### src/rtl/fifo_ctrl_pkg.sv
// Shared types and default sizing for the FIFO control stage in front of the 256x9 storage block.
package fifo_ctrl_pkg;

    localparam int unsigned FIFO_DEPTH    = 256;
    localparam int unsigned FIFO_CNT_W    = 9;
    localparam int unsigned FIFO_AF_LEVEL = 240;
    localparam int unsigned FIFO_AE_LEVEL = 16;

    typedef enum logic [1:0] {
        INIT,
        RUN,
        FLUSH
    } state_e;

    typedef enum logic {
        GRANT_WRITE,
        GRANT_READ
    } grant_e;

endpackage

### src/rtl/fifo_occ_counter.sv
// Occupancy counter with synchronous clear and full/empty/almost flag decode of the registered count.
module fifo_occ_counter
    import fifo_ctrl_pkg::*;
#(
    parameter int unsigned DEPTH    = FIFO_DEPTH,
    parameter int unsigned CNT_W    = FIFO_CNT_W,
    parameter int unsigned AF_LEVEL = FIFO_AF_LEVEL,
    parameter int unsigned AE_LEVEL = FIFO_AE_LEVEL
) (
    input  logic             clk_i,
    input  logic             rst_ni,
    input  logic             clr_i,
    input  logic             inc_i,
    input  logic             dec_i,
    output logic [CNT_W-1:0] count_o,
    output logic             full_o,
    output logic             empty_o,
    output logic             almost_full_o,
    output logic             almost_empty_o
);

    logic [CNT_W-1:0] count_q;
    logic [CNT_W-1:0] count_d;

    // inc and dec are never both asserted; the arbiter guarantees it.
    always_comb begin
        count_d = count_q;
        if (clr_i) begin
            count_d = '0;
        end else if (inc_i) begin
            count_d = count_q + CNT_W'(1);
        end else if (dec_i) begin
            count_d = count_q - CNT_W'(1);
        end
    end

    always_ff @(posedge clk_i or negedge rst_ni) begin
        if (!rst_ni) begin
            count_q <= '0;
        end else begin
            count_q <= count_d;
        end
    end

    assign count_o        = count_q;
    assign full_o         = (count_q == CNT_W'(DEPTH));
    assign empty_o        = (count_q == '0);
    assign almost_full_o  = (count_q >= CNT_W'(AF_LEVEL));
    assign almost_empty_o = (count_q <= CNT_W'(AE_LEVEL));

endmodule

### src/rtl/fifo_ctrl.sv
// FIFO control stage: arbitrates push/pop into mutually exclusive storage strobes, tracks occupancy and errors.
module fifo_ctrl
    import fifo_ctrl_pkg::*;
#(
    parameter int unsigned DEPTH    = FIFO_DEPTH,
    parameter int unsigned CNT_W    = FIFO_CNT_W,
    parameter int unsigned AF_LEVEL = FIFO_AF_LEVEL,
    parameter int unsigned AE_LEVEL = FIFO_AE_LEVEL
) (
    input  logic             clk,
    input  logic             rst,
    input  logic             clr,
    input  logic             push_req,
    output logic             push_ack,
    input  logic             pop_req,
    output logic             pop_ack,
    output logic             wren,
    output logic             rden,
    output logic             wr_inc,
    output logic             rd_inc,
    output logic             wr_ptr_clr,
    output logic             rd_ptr_clr,
    output logic             rd_valid,
    output logic [CNT_W-1:0] count,
    output logic             full,
    output logic             empty,
    output logic             almost_full,
    output logic             almost_empty,
    output logic             ovf_err,
    output logic             udf_err
);

    state_e state_q;
    grant_e last_grant_q;
    logic   rd_valid_q;
    logic   ovf_err_q;
    logic   udf_err_q;
    logic   wr_gnt;
    logic   rd_gnt;
    logic   can_w;
    logic   can_r;

    fifo_occ_counter #(
        .DEPTH    (DEPTH),
        .CNT_W    (CNT_W),
        .AF_LEVEL (AF_LEVEL),
        .AE_LEVEL (AE_LEVEL)
    ) u_occ (
        .clk_i          (clk),
        .rst_ni         (rst),
        .clr_i          (state_q == FLUSH),
        .inc_i          (wr_gnt),
        .dec_i          (rd_gnt),
        .count_o        (count),
        .full_o         (full),
        .empty_o        (empty),
        .almost_full_o  (almost_full),
        .almost_empty_o (almost_empty)
    );

    // Contended cycles go to the opposite of the last grant, so mixed traffic alternates W/R.
    always_comb begin
        can_w  = push_req & ~full;
        can_r  = pop_req & ~empty;
        wr_gnt = 1'b0;
        rd_gnt = 1'b0;
        if (state_q == RUN) begin
            if (can_w && can_r) begin
                if (last_grant_q == GRANT_READ) begin
                    wr_gnt = 1'b1;
                end else begin
                    rd_gnt = 1'b1;
                end
            end else begin
                wr_gnt = can_w;
                rd_gnt = can_r;
            end
        end
    end

    always_ff @(posedge clk or negedge rst) begin
        if (!rst) begin
            state_q      <= INIT;
            last_grant_q <= GRANT_READ;
            rd_valid_q   <= 1'b0;
            ovf_err_q    <= 1'b0;
            udf_err_q    <= 1'b0;
        end else begin
            case (state_q)
                INIT: begin
                    state_q    <= RUN;
                    rd_valid_q <= 1'b0;
                end
                RUN: begin
                    if (clr) begin
                        state_q <= FLUSH;
                    end
                    if (wr_gnt) begin
                        last_grant_q <= GRANT_WRITE;
                    end else if (rd_gnt) begin
                        last_grant_q <= GRANT_READ;
                    end
                    rd_valid_q <= rd_gnt;
                    if (push_req && full) begin
                        ovf_err_q <= 1'b1;
                    end
                    if (pop_req && empty) begin
                        udf_err_q <= 1'b1;
                    end
                end
                FLUSH: begin
                    state_q    <= RUN;
                    rd_valid_q <= 1'b0;
                    ovf_err_q  <= 1'b0;
                    udf_err_q  <= 1'b0;
                end
                default: begin
                    state_q <= INIT;
                end
            endcase
        end
    end

    // Pointer clears are gated by rst so they stay low while reset is held and INIT fires on the first clock after release.
    assign wr_ptr_clr = rst & (state_q != RUN);
    assign rd_ptr_clr = rst & (state_q != RUN);

    assign push_ack = wr_gnt;
    assign pop_ack  = rd_gnt;
    assign wren     = wr_gnt;
    assign wr_inc   = wr_gnt;
    assign rden     = rd_gnt;
    assign rd_inc   = rd_gnt;
    assign rd_valid = rd_valid_q;
    assign ovf_err  = ovf_err_q;
    assign udf_err  = udf_err_q;

endmodule
### config.mk
export PLATFORM = sky130hd
export DESIGN_NAME = fifo_ctrl
export DESIGN_NICKNAME = d
export VERILOG_FILES = /design/src/rtl/fifo_ctrl_pkg.sv /design/src/rtl/fifo_occ_counter.sv /design/src/rtl/fifo_ctrl.sv
export SDC_FILE = /design/constraint.sdc
export NUM_CORES = 1
export LEC_CHECK = 0
export CORE_AREA = 5 5 53 55
export CTS_CLUSTER_SIZE = 8
export DETAILED_ROUTE_END_ITERATION = 6
export DIE_AREA = 0 0 58 60
export PLACE_DENSITY = 0.89
export SETUP_SLACK_MARGIN = 0.1
export SKIP_CTS_REPAIR_TIMING = 1
export SYNTH_ARGS = -nofsm -noshare
export SYNTH_HDL_FRONTEND = slang
export SYNTH_SLANG_ARGS = --single-unit
### constraint.sdc
create_clock -name clk -period 5.5 [get_ports clk]
set_input_delay 0.55 -clock clk [delete_from_list [all_inputs] [get_ports clk]]
set_output_delay 0.55 -clock clk [all_outputs]
set_load 0.005 [all_outputs]
==> impl_metrics.toml <==
[critical_path]
slowest_delay_ns = 0.59
endpoint_kind = "flip-flop"
cp_cell_sequence = "or4_4 > or2_4 > a311oi_4 > inv_1 > ha_1 > a21oi_1 > a21boi_0 > or4_1 > a31oi_1 > xor2_1 > o21ai_0"
path_class = "flip-flop to flip-flop"
startpoint_type = "flip-flop"
crit_slowest_cell = "or4_4"
arrival_ns = 3.94
crit_path_max_fanout = 8
cp.required_ns = 5.65

[clock_tree]
numCtsBuffers = 3
cts_root_buf = "clkbuf_4"
clkTransAtPathRegs_ns = 0.09
cts_tree = "yes"
clock_latency_ns = 0.28
cts_sinks = 15
htreeDepth = 1
clk_path_buf_depth = 2

[power]
p_seq_share_pct = 28.4
combPwrFrac_pct = 63.0
swShare_pct = 42.4
p_clk_share_pct = 8.5
vdd_drop_max_mv = 0.349
p_leak_nw = 0.595
p_per_area_nw_per_um2 = 546
p_int_uw = 438
p_switching_uw = 323

[finish]
regArea_um2 = 377
fillCellCount = 220
area_growth_pct = 27.0
finalInstanceArea_um2 = 1390
multi_input_area_um2 = 643
drive_gt1_share_pct = 7.59
nNetsFinal = 160
antenna_cells = 0

[detailed_routing]
ant_nets = 0
drtIter0Drc = 26
drc = 0
routed_wl_um = 2620
viasPerCell = 5.77
vias = 1009
dr.pass1.iters = 4
wl_per_cell_um = 15.0

[floorplan]
num_rows = 18
start_util_pct = 46.8
pin_count = 29
core_um2 = 2340
die_h_um = 60
die_w_um = 58
dieArea_um2 = 3480

[sta]
worst_pin_slew_ns = 0.729
relSlewSlack_pct = 51.3
maxSlewViolCount = 0
tns_ns = 0
period_minus_slack_ns = 3.78
rsz0062_at_grt = "false"
whs_ns = 0.503
finalCritPeriodShare_pct = 68.8
hold_viol = 0
finalSetupViolCount = 0
max_freq_mhz = 264
skew_ns = 0.000557

[synthesis]
yosysTopAreaCell = "dfrtp_1"
synth_nets = 134
synth_top_cells_by_area = "dfrtp_1, ha_1, o21ai_0"
avgSynthCellArea_um2 = 9.14
netlist.area_leader.share_pct = 31.9
syn_inst = 120
synth_seq_cells = 15
ys.warnings.count = 0
yosysSeqAreaShare_pct = 34.3
syn-cell-area_um2 = 1100
post_synth_num_cell_types = 34

[run]
maxCapViolations = 0

[global_routing]
grtUsageTotal_pct = 17.1
grt_pass1_wl_um = 4580
grt_pass1_vias = 968
antenna_found_initial = 0
grt_max_degree = 20
overflow = 0

[place]
io_buffers = 28
hpwl_um = 1980
gp_congestion = 0.876
place_area_um2 = 1370

[run_status]
status = "finished clean"

[worst_hold_path]
hp-class = "flip-flop to flip-flop"
through the flow:
step / std cells / util, % / power (mW) / setup slack (ns)
after CTS: 175 / 59.5 / 0.765 / 1.69
after global placement: 171 / 58.4 / 0.680 / 1.83
after floorplan: 120 / - / 0.519 / 1.98
after global routing: 175 / 59.5 / 0.840 / 1.43
final: 175 / 59.5 / 0.761 / 1.72
after detailed placement: 171 / 58.4 / 0.695 / 1.70
path summary, 6_finish.rpt:
| check | endpoint | cells after the start | slack [ns] | startpoint |
|---|---|---|---|---|
| hold reg to reg | state_q[0] | 1 | 0.50 | state_q[0] |
| max in group asynchronous | u_occ.count_o[8] | 1 | 4.35 | rst |
| hold / removal | state_q[0] | 1 | 0.50 | state_q[0] |
| setup reg to reg | u_occ.count_o[7] | 11 | 1.72 | u_occ.count_o[1] |
| min in group asynchronous | rd_valid | 1 | 0.69 | rst |
| setup / recovery | u_occ.count_o[7] | 11 | 1.72 | u_occ.count_o[1] |
registers in the layout, summed over array words and instances (netlist names):
name and flops:
last_grant_q 1, u_occ.count_o 9, rd_valid 1, ovf_err 1
udf_err 1, state_q 2
per-layer routing:
metal | global-route usage [%] | up-vias | share of wire [%]
li1 | - | 486 | -
met1 | 21.3 | 486 | 43
met2 | 28.2 | 31 | 48
met3 | 5.62 | 6 | 7.0
met4 | 4.97 | 0 | 1.6
met5 | 0 | - | 0
placed cells by master, fill, tap and decap left out, types with 2 or more instances in the layout:
cell | netlist | routed
or4_1 | 2 | 2
clkbuf_4 | 0 | 3
a31oi_1 | 4 | 4
nor2_1 | 3 | 3
nand2b_1 | 3 | 3
o2bb2ai_1 | 2 | 2
nand2_1 | 8 | 8
o31ai_1 | 2 | 2
ha_1 | 8 | 8
nor3_2 | 2 | 2
dfrtp_1 | 14 | 14
xnor2_1 | 3 | 3
nand3_1 | 11 | 11
nor2b_1 | 3 | 3
o21ai_0 | 12 | 12
clkdlybuf4s50_1 | 0 | 28
a21oi_1 | 8 | 8
inv_1 | 8 | 8
a21o_1 | 3 | 3
xor2_1 | 2 | 2
or4_4 | 2 | 2
cells by family after synthesis:
family	after synthesis	synth area share [%]
compound gates	39	24.3
simple gates	37	19.4
buf+inv	15	7.07
flops	15	34.3
fa+ha+maj	9	10.9
xor+xnor	5	3.99
power by group through the flow:
stage / clock, mW / sequential, mW / combinational (mW)
2_1_floorplan: 0 / 0.206 / 0.313
3_3_place_gp: 0 / 0.214 / 0.466
3_5_place_dp: 0 / 0.217 / 0.479
4_1_cts: 0.0660 / 0.215 / 0.483
5_1_grt: 0.0702 / 0.227 / 0.543
6_report: 0.0648 / 0.216 / 0.479
worst max-delay path, delay by kind of cell, from the launching register on:
kind	cells	cell delay [ns]
and+or+nand+nor	3	1.30
AOI/OAI and AO/OA	5	1.11
DFF	1	0.44
adders and majority gates	1	0.38
buffers and inverters	1	0.28
xor gates and xnor gates	1	0.15
layout make-up:
cell class                      count  area share [%]
Multi-Input combinational cell     90            46.1
Sequential cell                    15            27.0
Timing Repair Buffer               28            20.1
Tap cell                           30            2.69
Inverter                            8            2.15
Clock buffer                        4            1.89
cell usage after synthesis:
cell       count
nor3_2         2
nor2_1         3
a21oi_1        8
ha_1           8
a21o_1         3
a31oi_1        4
nand2b_1       3
nor2b_1        3
fa_1           1
o31ai_1        2
dfstp_2        1
o41ai_1        1
a21boi_0       1
o21ai_0       12
o31a_1         1
o21ai_2        1
buf_4          5
and3_1         1
or4_4          2
nand3_1       11
and2_1         1
xnor2_1        3
nand2_1        8
a311oi_4       1
buf_2          2
o2111ai_1      1
xor2_1         2
o2bb2ai_1      2
or2_4          1
o21a_1         1
dfrtp_1       14
a41o_1         1
or4_1          2
inv_1          8
No activity file was read; power rests on OpenSTA's default activity.
